File: src/rtl/execute_arbiter_if.sv
// execute_arbiter_if: requester, execute-stage and response signals of execute_arbiter.
// Flags ports exist only when EXEC_ARB_FLAGS_EN is defined.
interface execute_arbiter_if #(
    parameter int vecSize = 4,
    parameter int regSize = 8
);
    localparam int W = vecSize * regSize;
    logic         req0_valid, req0_ready;
    logic [2:0]   req0_op;
    logic [W-1:0] req0_vect1, req0_vect2;
    logic         req1_valid, req1_ready;
    logic [2:0]   req1_op;
    logic [W-1:0] req1_vect1, req1_vect2;
    logic [2:0]   exe_op;
    logic [W-1:0] exe_vect1, exe_vect2, exe_vect_out;
    logic         rsp0_valid, rsp1_valid;
    logic [W-1:0] rsp_data;
`ifdef EXEC_ARB_FLAGS_EN
    logic [1:0]   flags0, flags1;
`endif
    modport slave (
        input  req0_valid, req0_op, req0_vect1, req0_vect2,
        input  req1_valid, req1_op, req1_vect1, req1_vect2, exe_vect_out,
        output req0_ready, req1_ready, exe_op, exe_vect1, exe_vect2,
        output rsp0_valid, rsp1_valid, rsp_data
`ifdef EXEC_ARB_FLAGS_EN
        , output flags0, flags1
`endif
    );
    modport master (
        output req0_valid, req0_op, req0_vect1, req0_vect2,
        output req1_valid, req1_op, req1_vect1, req1_vect2, exe_vect_out,
        input  req0_ready, req1_ready, exe_op, exe_vect1, exe_vect2,
        input  rsp0_valid, rsp1_valid, rsp_data
`ifdef EXEC_ARB_FLAGS_EN
        , input flags0, flags1
`endif
    );
endinterface

File: src/rtl/execute_arbiter.sv
// execute_arbiter: round-robin share of one SIMD execute stage between two requesters.
// Optional per-requester {N,Z} result flags under EXEC_ARB_FLAGS_EN.
module execute_arbiter #(
    parameter int vecSize = 4,
    parameter int regSize = 8,
    parameter int execLat = 1
) (
    input logic clk,
    input logic rst,
    execute_arbiter_if.slave bus
);
    localparam int W = vecSize * regSize;
    logic last, g0, g1, acc;
    logic [execLat:0] tag_v, tag_id;
    // last=1 means requester 1 was served most recently, so requester 0 wins a tie
    assign g0 = !rst && bus.req0_valid && (!bus.req1_valid || last);
    assign g1 = !rst && bus.req1_valid && !g0;
    assign acc = g0 || g1;
    assign bus.req0_ready = g0;
    assign bus.req1_ready = g1;
    assign bus.rsp0_valid = !rst && tag_v[execLat] && !tag_id[execLat];
    assign bus.rsp1_valid = !rst && tag_v[execLat] && tag_id[execLat];
    assign bus.rsp_data = bus.exe_vect_out;
    // tag stage 0 sits beside the exe_* registers; stage execLat lines up with exe_vect_out
    always_ff @(posedge clk) begin
        if (rst) begin
            last <= 1'b1;
            bus.exe_op <= 3'b000;
            bus.exe_vect1 <= '0;
            bus.exe_vect2 <= '0;
            tag_v <= '0;
            tag_id <= '0;
        end else begin
            if (acc) last <= g1;
            bus.exe_op <= g0 ? bus.req0_op : g1 ? bus.req1_op : 3'b000;
            if (acc) bus.exe_vect1 <= g1 ? bus.req1_vect1 : bus.req0_vect1;
            if (acc) bus.exe_vect2 <= g1 ? bus.req1_vect2 : bus.req0_vect2;
            tag_v <= {tag_v[execLat-1:0], acc};
            tag_id <= {tag_id[execLat-1:0], g1};
        end
    end
`ifdef EXEC_ARB_FLAGS_EN
    logic neg, zero;
    always_comb begin
        neg = 1'b0;
        for (int i = 0; i < vecSize; i++) neg = neg | bus.exe_vect_out[i*regSize+regSize-1];
        zero = ~|bus.exe_vect_out[W-1:0];
    end
    always_ff @(posedge clk) begin
        if (rst) begin
            bus.flags0 <= 2'b00;
            bus.flags1 <= 2'b00;
        end else begin
            if (bus.rsp0_valid) bus.flags0 <= {neg, zero};
            if (bus.rsp1_valid) bus.flags1 <= {neg, zero};
        end
    end
`endif
endmodule

File: src/flat_wrapper.sv
// flat-port wrapper written by rule: the top's interface ports become plain ports
module execute_arbiter_flat 
#(
    parameter int vecSize = 4,
    parameter int regSize = 8,
    parameter int execLat = 1
)
  (clk, rst, bus_req0_valid, bus_req0_op, bus_req0_vect1, bus_req0_vect2, bus_req1_valid, bus_req1_op, bus_req1_vect1, bus_req1_vect2, bus_exe_vect_out, bus_req0_ready, bus_req1_ready, bus_exe_op, bus_exe_vect1, bus_exe_vect2, bus_rsp0_valid, bus_rsp1_valid, bus_rsp_data);
  execute_arbiter_if #(.vecSize(vecSize), .regSize(regSize)) bus_i ();
  input logic clk;
  input logic rst;
  input wire logic [$bits(bus_i.req0_valid)-1:0] bus_req0_valid;
  input wire logic [$bits(bus_i.req0_op)-1:0] bus_req0_op;
  input wire logic [$bits(bus_i.req0_vect1)-1:0] bus_req0_vect1;
  input wire logic [$bits(bus_i.req0_vect2)-1:0] bus_req0_vect2;
  input wire logic [$bits(bus_i.req1_valid)-1:0] bus_req1_valid;
  input wire logic [$bits(bus_i.req1_op)-1:0] bus_req1_op;
  input wire logic [$bits(bus_i.req1_vect1)-1:0] bus_req1_vect1;
  input wire logic [$bits(bus_i.req1_vect2)-1:0] bus_req1_vect2;
  input wire logic [$bits(bus_i.exe_vect_out)-1:0] bus_exe_vect_out;
  output wire logic [$bits(bus_i.req0_ready)-1:0] bus_req0_ready;
  output wire logic [$bits(bus_i.req1_ready)-1:0] bus_req1_ready;
  output wire logic [$bits(bus_i.exe_op)-1:0] bus_exe_op;
  output wire logic [$bits(bus_i.exe_vect1)-1:0] bus_exe_vect1;
  output wire logic [$bits(bus_i.exe_vect2)-1:0] bus_exe_vect2;
  output wire logic [$bits(bus_i.rsp0_valid)-1:0] bus_rsp0_valid;
  output wire logic [$bits(bus_i.rsp1_valid)-1:0] bus_rsp1_valid;
  output wire logic [$bits(bus_i.rsp_data)-1:0] bus_rsp_data;
  assign bus_i.req0_valid = bus_req0_valid;
  assign bus_i.req0_op = bus_req0_op;
  assign bus_i.req0_vect1 = bus_req0_vect1;
  assign bus_i.req0_vect2 = bus_req0_vect2;
  assign bus_i.req1_valid = bus_req1_valid;
  assign bus_i.req1_op = bus_req1_op;
  assign bus_i.req1_vect1 = bus_req1_vect1;
  assign bus_i.req1_vect2 = bus_req1_vect2;
  assign bus_i.exe_vect_out = bus_exe_vect_out;
  assign bus_req0_ready = bus_i.req0_ready;
  assign bus_req1_ready = bus_i.req1_ready;
  assign bus_exe_op = bus_i.exe_op;
  assign bus_exe_vect1 = bus_i.exe_vect1;
  assign bus_exe_vect2 = bus_i.exe_vect2;
  assign bus_rsp0_valid = bus_i.rsp0_valid;
  assign bus_rsp1_valid = bus_i.rsp1_valid;
  assign bus_rsp_data = bus_i.rsp_data;
  execute_arbiter #(.vecSize(vecSize), .regSize(regSize), .execLat(execLat)) u_core (.clk(clk), .rst(rst), .bus(bus_i));
endmodule
File: config.mk
export PLATFORM = sky130hd
export DESIGN_NAME = execute_arbiter_flat
export DESIGN_NICKNAME = d
export VERILOG_FILES = /design/src/rtl/execute_arbiter_if.sv /design/src/rtl/execute_arbiter.sv /design/src/flat_wrapper.sv
export SDC_FILE = /design/constraint.sdc
export NUM_CORES = 1
export LEC_CHECK = 0
export ABC_AREA = 0
export CAP_MARGIN = 20
export CORE_AREA = 2 2 105 107
export CTS_BUF_LIST = sky130_fd_sc_hd__clkbuf_8 sky130_fd_sc_hd__clkbuf_16
export CTS_CLUSTER_SIZE = 40
export DETAILED_ROUTE_END_ITERATION = 6
export DIE_AREA = 0 0 107 109
export MAX_ROUTING_LAYER = met4
export PLACE_DENSITY = 0.8
export SLEW_MARGIN = 40
export SYNTH_ARGS = -nofsm -noshare
export SYNTH_HDL_FRONTEND = slang
export SYNTH_SLANG_ARGS = --single-unit
File: constraint.sdc
create_clock -name clk -period 4.1 [get_ports clk]
set_input_delay 1.025 -clock clk [delete_from_list [all_inputs] [get_ports clk]]
set_output_delay 1.025 -clock clk [all_outputs]
set_load 0.03 [all_outputs]
-- Word-level counts from Yosys, hierarchy flattened
Cells that the tools add are included.
- bits in registers: 72
- output and inout bits: 103
- multiplexer cells: 4
- reduce and logical (&&, ||, !) cells: 13
- operators with widths (operator ; number):
    two-way mux 32 bit ; 2
    logical AND 1 bit ; 7
    two-way mux 3 bit ; 2
    zero test 1 bit ; 4
    logical OR 1 bit ; 2

-- Depth between registers and ports, before layout
- depth in word-level cells: 7
- mapped depth: 6
- gate-level depth less buffers: 3

-- Worst setup path before layout
No wires, ideal clock.
- kind: in2out
- start: input port bus_req1_valid
- end: output port bus_req0_ready
- arrival time: 2.327 ns
- required time: 3.075 ns
- path slack: 0.748 ns
- stages: 4
- cell sequence: buf_4 -> buf_2 -> nor2b_1 -> nor3b_1
- word-level cells in the longest chain between the ends: 3
- ends and longest elaborated chain (what ; RTL line ; source):
    start, declared ; flat_wrapper.sv:16 ; input wire logic [$bits(bus_i.req1_valid)-1:0] bus_req1_valid;
    zero test 1 bit ; execute_arbiter.sv:16 ; assign g0 = !rst && bus.req0_valid && (!bus.req1_valid || last);
    logical OR 1 bit ; execute_arbiter.sv:16 ;
    logical AND 1 bit ; execute_arbiter.sv:16 ;
    end, declared ; flat_wrapper.sv:21 ; output wire logic [$bits(bus_i.req0_ready)-1:0] bus_req0_ready;
No other way between the ends.

-- Final worst setup path
- start: input port bus_req0_valid
- end: output port bus_req0_ready
- word-level cells in the longest chain between the ends: 2
- ends and longest elaborated chain (what ; RTL line ; source):
    start, declared ; flat_wrapper.sv:12 ; input wire logic [$bits(bus_i.req0_valid)-1:0] bus_req0_valid;
    logical AND 1 bit (2 in a row) ; execute_arbiter.sv:16 ;
No other way between the ends.

==> out/results.txt <==
Pint -> 1.33 mW
data arrival time of the worst path -> 2.67 ns
Psw -> 0.559 mW
Inserted Clock Buffers -> 9
fin. max-slew vios -> 0
Hold Path Depth -> 1
Layout Area Growth over Synthesis -> 58.2%
FF-to-FF path depth -> 4
via count -> 3566
vias in the first global route -> 3366
Port-buffer cells -> 208
Die Y -> 109 µm
Post-Syn Nets -> 527
post-detail-place hpwl -> 7.99 mm
grt met1 use -> 22.7%
hold buffer count at cts -> 0
met3 usage in global routing -> 3.89%
placed cell count -> 636
largest net degree at the start of global routing -> 70
worst min-delay path class -> reg2reg
IO Pins -> 273
critical path's largest stage delay -> 0.72 ns
core area -> 10600 µm²
final net count -> 677
RSZ-0062 raised after global routing -> no
worst reg2reg endpoint -> u_core.bus.exe_vect2[20]
Pleak -> 2.19 nW
initial antenna violation count -> 0
status -> finished, final reports clean
die area -> 11700 µm²
First DRT Iteration DRCs -> 221
synthesized area -> 3490 µm²
Comb pwr share -> 28.2%
CTS H-tree lvls -> 3
fillcell total -> 946
Die Span X -> 107 µm
setup violators final -> 0
WL final -> 11.8 mm
GR met2 Demand/Resource -> 32.4%
Post-CTS Setup Repair Bufs -> 0
sw frac -> 29.6%
cells after synthesis -> 357
Critical Path Start Type -> input pin
Avg Cell Area, Syn -> 9.79 µm²
CTS tree -> done
Clock Skews -> 0.0103 ns
clk slew on worst S/H paths -> 0.08 ns
Critical Path RT -> 3.07 ns
Seq/Total Area, Yosys -> 41.3%
Worst-Skew Late Latency -> 0.34 ns
total track usage -> 19.3%
Detailed Routing Iterations Pass 1 -> 6
Clock Power Share -> 29.7%
Slew @ Worst Pin -> 0.767 ns
Rows -> 38
endpoints failing hold -> 0
CP max FO -> 4
ant diodes -> 0
Ys Warns -> 0
r2r setup slk -> 2.45 ns
crit path capture type -> output pin
Max Buffers Root-to-Sink -> 2
# DRC -> 0
Peak VDD IR -> 157 µV
antenna viol nets, final -> 0
crit share post-route -> 90.2%
routability congestion estimate -> 0.736
commonest non-fill, non-tap cell in the layout -> clkdlybuf4s50_1
FMAX -> 271 MHz
worst-path cell chain -> clkdlybuf4s50_1 -> nor3b_1 -> clkdlybuf4s50_1
routed len/inst -> 18.1 µm
sequential share of power -> 42.2%
vias per cell -> 5.47
most frequent cells in the layout -> clkdlybuf4s50_1, dfxtp_1, inv_1, a2111oi_0, a221o_1
Overflow after GRT -> 0
Tmin final -> 3.70 ns
share of layout cells above drive strength 1 -> 5.86%
Starting Density -> 32.9%
reg-to-reg startpoint -> u_core.last
setup TNS -> 0 ns
number of max-cap violations -> 0
slew margin rel. -> 48.9%
Crit Path Class -> in2out
first-pass GRT wire length -> 17.4 mm
Slowest cell on crit path -> clkdlybuf4s50_1
Seq cells post-synth -> 72
HP Start -> u_core.tag_v[0]
GRT busiest layer -> met2
Synth cell types -> 18
TritonCTS Sinks -> 72
CTS resizes -> 0
Final Non-Filler Cells -> 652
most frequent CP cell -> clkdlybuf4s50_1
clock root buffer -> clkbuf_8
Power Density -> 341 nW/µm²
Worst Hold End -> u_core.tag_v[1]
-- critical path, delay by kind of cell --
kind / cells / cell delay, ns
buffers and inverters: 2 / 1.35
AND/OR/NAND/NOR: 1 / 0.29
-- power groups by stage --
stage / Combinational (mW) / Clock [mW] / Sequential [mW]
finish: 0.531 / 0.560 / 0.795
global route: 0.560 / 0.608 / 0.802
CTS: 0.533 / 0.578 / 0.795
detailed placement: 0.532 / 0 / 0.809
global placement: 0.522 / 0 / 0.809
floorplan: 0.197 / 0 / 0.921
-- cells in the mapped netlist --
cell type | instances | area share, %
nand2_1 | 1 | 0.11
buf_2 | 8 | 1.1
nor2_1 | 2 | 0.21
a22o_1 | 3 | 0.75
and3b_1 | 3 | 0.75
nor3b_1 | 2 | 0.43
buf_4 | 34 | 7.3
inv_1 | 64 | 6.9
nor2b_1 | 3 | 0.54
buf_6 | 9 | 2.9
nor3_2 | 1 | 0.29
dfxtp_1 | 72 | 41
a221o_1 | 64 | 18
nand2b_1 | 1 | 0.18
o21ai_0 | 1 | 0.14
clkbuf_1 | 24 | 2.6
a2111oi_0 | 64 | 16
clkbuf_2 | 1 | 0.14
-- per-stage QoR --
stage / instance area, µm² / util, % / hold slack [ns] / setup WS [ns] / total power [mW]
3_3_place_gp: 5330 / 50.3 / 0.424 / 0.412 / 1.33
3_5_place_dp: 5330 / 50.3 / 0.438 / 0.390 / 1.34
6_report: 5530 / 52.1 / 0.457 / 0.403 / 1.89
4_1_cts: 5530 / 52.1 / 0.457 / 0.389 / 1.91
5_1_grt: 5530 / 52.1 / 0.466 / 0.334 / 1.97
2_1_floorplan: 3490 / - / 0.414 / 0.748 / 1.12
-- cell type report --
class | instances | area (µm²) | area share [%]
clock buffers | 10 | 138 | 2.49
clock inverters | 6 | 58.8 | 1.06
inverters | 64 | 240 | 4.35
multi-input cells | 145 | 1340 | 24.2
flip-flops and latches | 72 | 1440 | 26.1
well taps | 140 | 175 | 3.17
repair buffers | 215 | 2130 | 38.6
-- state kept, by name, indices dropped and copies added (netlist names) --
register and cells:
u_core.bus.exe_vect1 32, u_core.bus.exe_vect2 32, u_core.bus.exe_op 3, u_core.tag_id 2
u_core.tag_v 2, u_core.last 1
-- how the worst max path moves through the flow --
stage	end	slack [ns]	startpoint
detailed placement	bus_req0_ready	0.39	bus_req0_valid
global placement	bus_req0_ready	0.41	bus_req0_valid
finish	bus_req0_ready	0.40	bus_req0_valid
CTS	bus_req0_ready	0.39	bus_req0_valid
floorplan	bus_req0_ready	0.75	bus_req1_valid
global route	bus_req0_ready	0.33	bus_req0_valid
-- logic make-up (layout without fill, tap and decap cells) --
| kind of cell | after synthesis | in the layout | share of synthesized area [%] |
|---|---|---|---|
| AO/OA/AOI/OAI | 132 | 132 | 35.3 |
| buffers and inverters | 140 | 295 | 21.0 |
| flip-flops | 72 | 72 | 41.3 |
| AND/OR/NAND/NOR | 13 | 13 | 2.51 |
-- per-layer routing --
metal	up-vias	share of wire [%]
li1	1648	-
met2	213	50
met4	0	1.7
met1	1688	40
met5	-	0
met3	17	8.2
No activity file was read; power rests on OpenSTA's default activity.
